--- src/rtl/seq_idle_timer.sv ---
// Idle-cycle counter: counts inc cycles since the last clear and pulses expired
// combinationally on the inc cycle that brings the count to LIMIT.
module seq_idle_timer #(
  parameter int LIMIT = 16
) (
  input  logic clk,
  input  logic reset,
  input  logic clr,
  input  logic inc,
  output logic expired
);

  localparam int CW = $clog2(LIMIT + 1);

  logic [CW-1:0] cnt;

  always_ff @(posedge clk) begin
    if (!reset || clr) begin
      cnt <= '0;
    end else if (inc && (cnt != CW'(LIMIT))) begin
      cnt <= cnt + CW'(1);
    end
  end

  assign expired = inc && (cnt == CW'(LIMIT - 1));

endmodule

--- config.mk ---
export PLATFORM = sky130hd
export DESIGN_NAME = seq_idle_timer
export DESIGN_NICKNAME = d
export VERILOG_FILES = /design/src/rtl/seq_idle_timer.sv
export SDC_FILE = /design/constraint.sdc
export NUM_CORES = 1
export LEC_CHECK = 0
export CORE_AREA = 2 2 39 41
export CTS_CLUSTER_SIZE = 14
export DETAILED_ROUTE_END_ITERATION = 10
export DIE_AREA = 0 0 41 43
export SETUP_SLACK_MARGIN = 0.15
export SYNTH_ARGS = -nofsm -noshare
export SYNTH_HDL_FRONTEND = slang
export SYNTH_SLANG_ARGS = --single-unit
--- constraint.sdc ---
create_clock -name clk -period 1.99 [get_ports clk]
set_input_delay 0.2985 -clock clk [delete_from_list [all_inputs] [get_ports clk]]
set_output_delay 0.2985 -clock clk [all_outputs]
set_load 0.02 [all_outputs]
==> impl_metrics.ini <==
[power]
p_comb_share_pct = 10.9
p_leak_nw = 0.1602
p_sw_share_pct = 23.52
powerDensity_nw_per_um2 = 643.2
clockPowerShare_pct = 48.0
ir_drop_v = 0.0003163
power.internal_mw = 0.1945
p_seq_share_pct = 41.2
power_switching_mw = 0.05980

[clock_tree]
clkLatencyLatePin_ns = 0.25
clkTransAtPathRegs_ns = 0.04
post-cts-setup-buffers = 0
h-tree-depth = 1
cts_root_buf = clkbuf_4
clockBufferDepth = 2
cts_sinks = 5
cts_tree = done
cts_resized = 4
cts_made_buffers = 3
ctsHoldBuffers = 0

[layout]
drive_gt1_share_pct = 26.83
multi_input_area_um2 = 187.7
fillers = 164
largest_reg_flops = 5
n_antenna_cell = 0
reg.largest.list = cnt x5
seq_area_um2 = 100.1
final_nets = 49
area_delta_synth_final_pct = 32.22
largest-register = cnt

[die]
start_util_pct = 21.61
core-area_um2 = 1384
dieArea_um2 = 1763
rows = 14
ioPinCount = 5
die_h_um = 43
die_x_um = 41

[flow_run]
maxCapViolCount = 0

[route]
ant_nets = 0
drc = 0
first_pass_iters = 2
wl_um = 537
viasPerCell = 3.947
wl_per_cell_um = 9.421
vias = 225
drtIter0Drc = 6

[setup_path]
r2r_start = cnt[0]
cp.arrival_ns = 1.43
r2r_cells = 6
crit_required_ns = 1.69
crit_path_end_kind = output port
worstSetupPathType = register to output port
reg2reg_setup_slack_ns = 0.80
cp-start-kind = register
cp_max_fo = 4
r2r-end = cnt[1]

[timing]
worst_pin_slew_ns = 0.1741
finalSetupViolCount = 0
hold_viol_final = 0
fin_tns_setup_ns = 0
timing.hold.ws_ns = 0.5015
fin_crit_sh_pct = 86.87
grt_setup_unrepaired = false
slew_violations = 0
clock.fmax_mhz = 578.4
finalClockSkew_ns = 0.007817
slew_headroom_pct = 88.38
post-route-min-period_ns = 1.729

[yosys]
synth_nets = 38
ys_seq_elements = 5
synth_edf_count = 0
synthArstFlopShare_pct = 0
yosysUniqueCellTypes = 16
netlist_area_um2 = 299.0
ys_seq_area_share_pct = 33.47
synth_area_per_cell_um2 = 9.646
synthFlopType = dfxtp_1
synth_common_cells = 6 x nand2_1, 5 x dfxtp_1, 3 x ha_1, 3 x inv_1
synth_area_leaders = dfxtp_1 33%, ha_1 13%, nand4bb_4 9.2%, nand2_1 7.5%, mux2i_1 6.7%
yosys_warnings = 0
yosys.area.top_type = dfxtp_1
synth.most_common_cell = nand2_1
synth_top_cell_area_share_pct = 33.47
synth_cells = 31

[global_routing]
grt_start_max_net_pins = 7
grt_pass1_wl_um = 869
grt_overflow = 0
grt_pass1_vias = 209
grt_usage_pct = 8.442
antenna_found_initial = 0

[status]
status = finished clean

[placed_design]
port-buffer-count = 4
place_congestion = 0.7618

[worst_hold_path]
hp-class = register to register
min_to = cnt[1]
timing.hold.worst_path_depth = 2
holdCritStartpoint = cnt[1]
layout by cell type, fill, tap and decap left out:
cell	count
buf_4	2
clkbuf_1	1
nor2_1	1
and2_1	1
nand4_1	1
clkbuf_4	3
o21ai_0	1
nand2_1	6
dfxtp_1	5
inv_1	3
clkdlybuf4s50_1	3
nand4bb_4	1
ha_1	3
and3_2	1
nand2_4	1
mux2i_1	2
buf_2	1
and2b_4	1
nor2_2	1
xor2_1	2
a31oi_1	1
per-stage QoR:
stage / util [%] / power, mW / instance area, um^2 / setup slack (ns) / std cells
after floorplan: - / 0.1210 / 299.0 / 0.6129 / 31
after global placement: 27.03 / 0.1340 / 374.1 / 0.1362 / 53
after detailed placement: 27.03 / 0.1343 / 374.1 / 0.1338 / 53
after CTS: 28.57 / 0.2593 / 395.4 / 0.2444 / 57
after global routing: 28.57 / 0.2729 / 395.4 / 0.1691 / 57
final: 28.57 / 0.2543 / 395.4 / 0.2612 / 57
cell type report:
cell class	count	share of cell area (%)
sequential	5	25.32
tap	16	5.063
inverter	3	2.848
multi-input combinational	23	47.47
timing repair buffer	6	12.66
clock buffer	4	6.646
worst max-delay path, stage by stage, from the launching register on:
cell and delay (ns):
dfxtp_1 0.33, ha_1 0.20, and3_2 0.21, ha_1 0.16, and2_1 0.14, buf_2 0.15
logic make-up after synthesis:
kind of cell             count (synthesis)  share of synthesized area (%)
AO/OA/AOI/OAI                            2                          3.765
XOR/XNOR                                 2                          5.859
buffers and inverters                    3                          3.765
adder cells (fa/ha/maj)                  3                          12.55
flip-flops                               5                          33.47
multiplexers                             2                          6.695
AND/OR/NAND/NOR                         14                          33.90
how the worst max path moves through the flow:
stage	start	to
6_report	cnt[1]	expired
5_1_grt	cnt[1]	expired
4_1_cts	cnt[1]	expired
3_5_place_dp	cnt[1]	expired
3_3_place_gp	cnt[1]	expired
2_1_floorplan	cnt[0]	expired
metal layers:
layer	vias up	GRT usage (%)	routed length (um)
met2	9	12.19	248
li1	121	-	-
met4	0	2.000	0
met3	0	9.424	68
met5	-	0	0
met1	95	7.742	220
power by group through the flow:
stage	logic [mW]	clock network, mW	registers [mW]
global placement	0.0275	0	0.106
detailed placement	0.0278	0	0.107
CTS	0.0279	0.127	0.105
finish	0.0276	0.122	0.105
floorplan	0.0145	0	0.106
global route	0.0308	0.137	0.105
No activity file was read; power rests on OpenSTA's default activity.
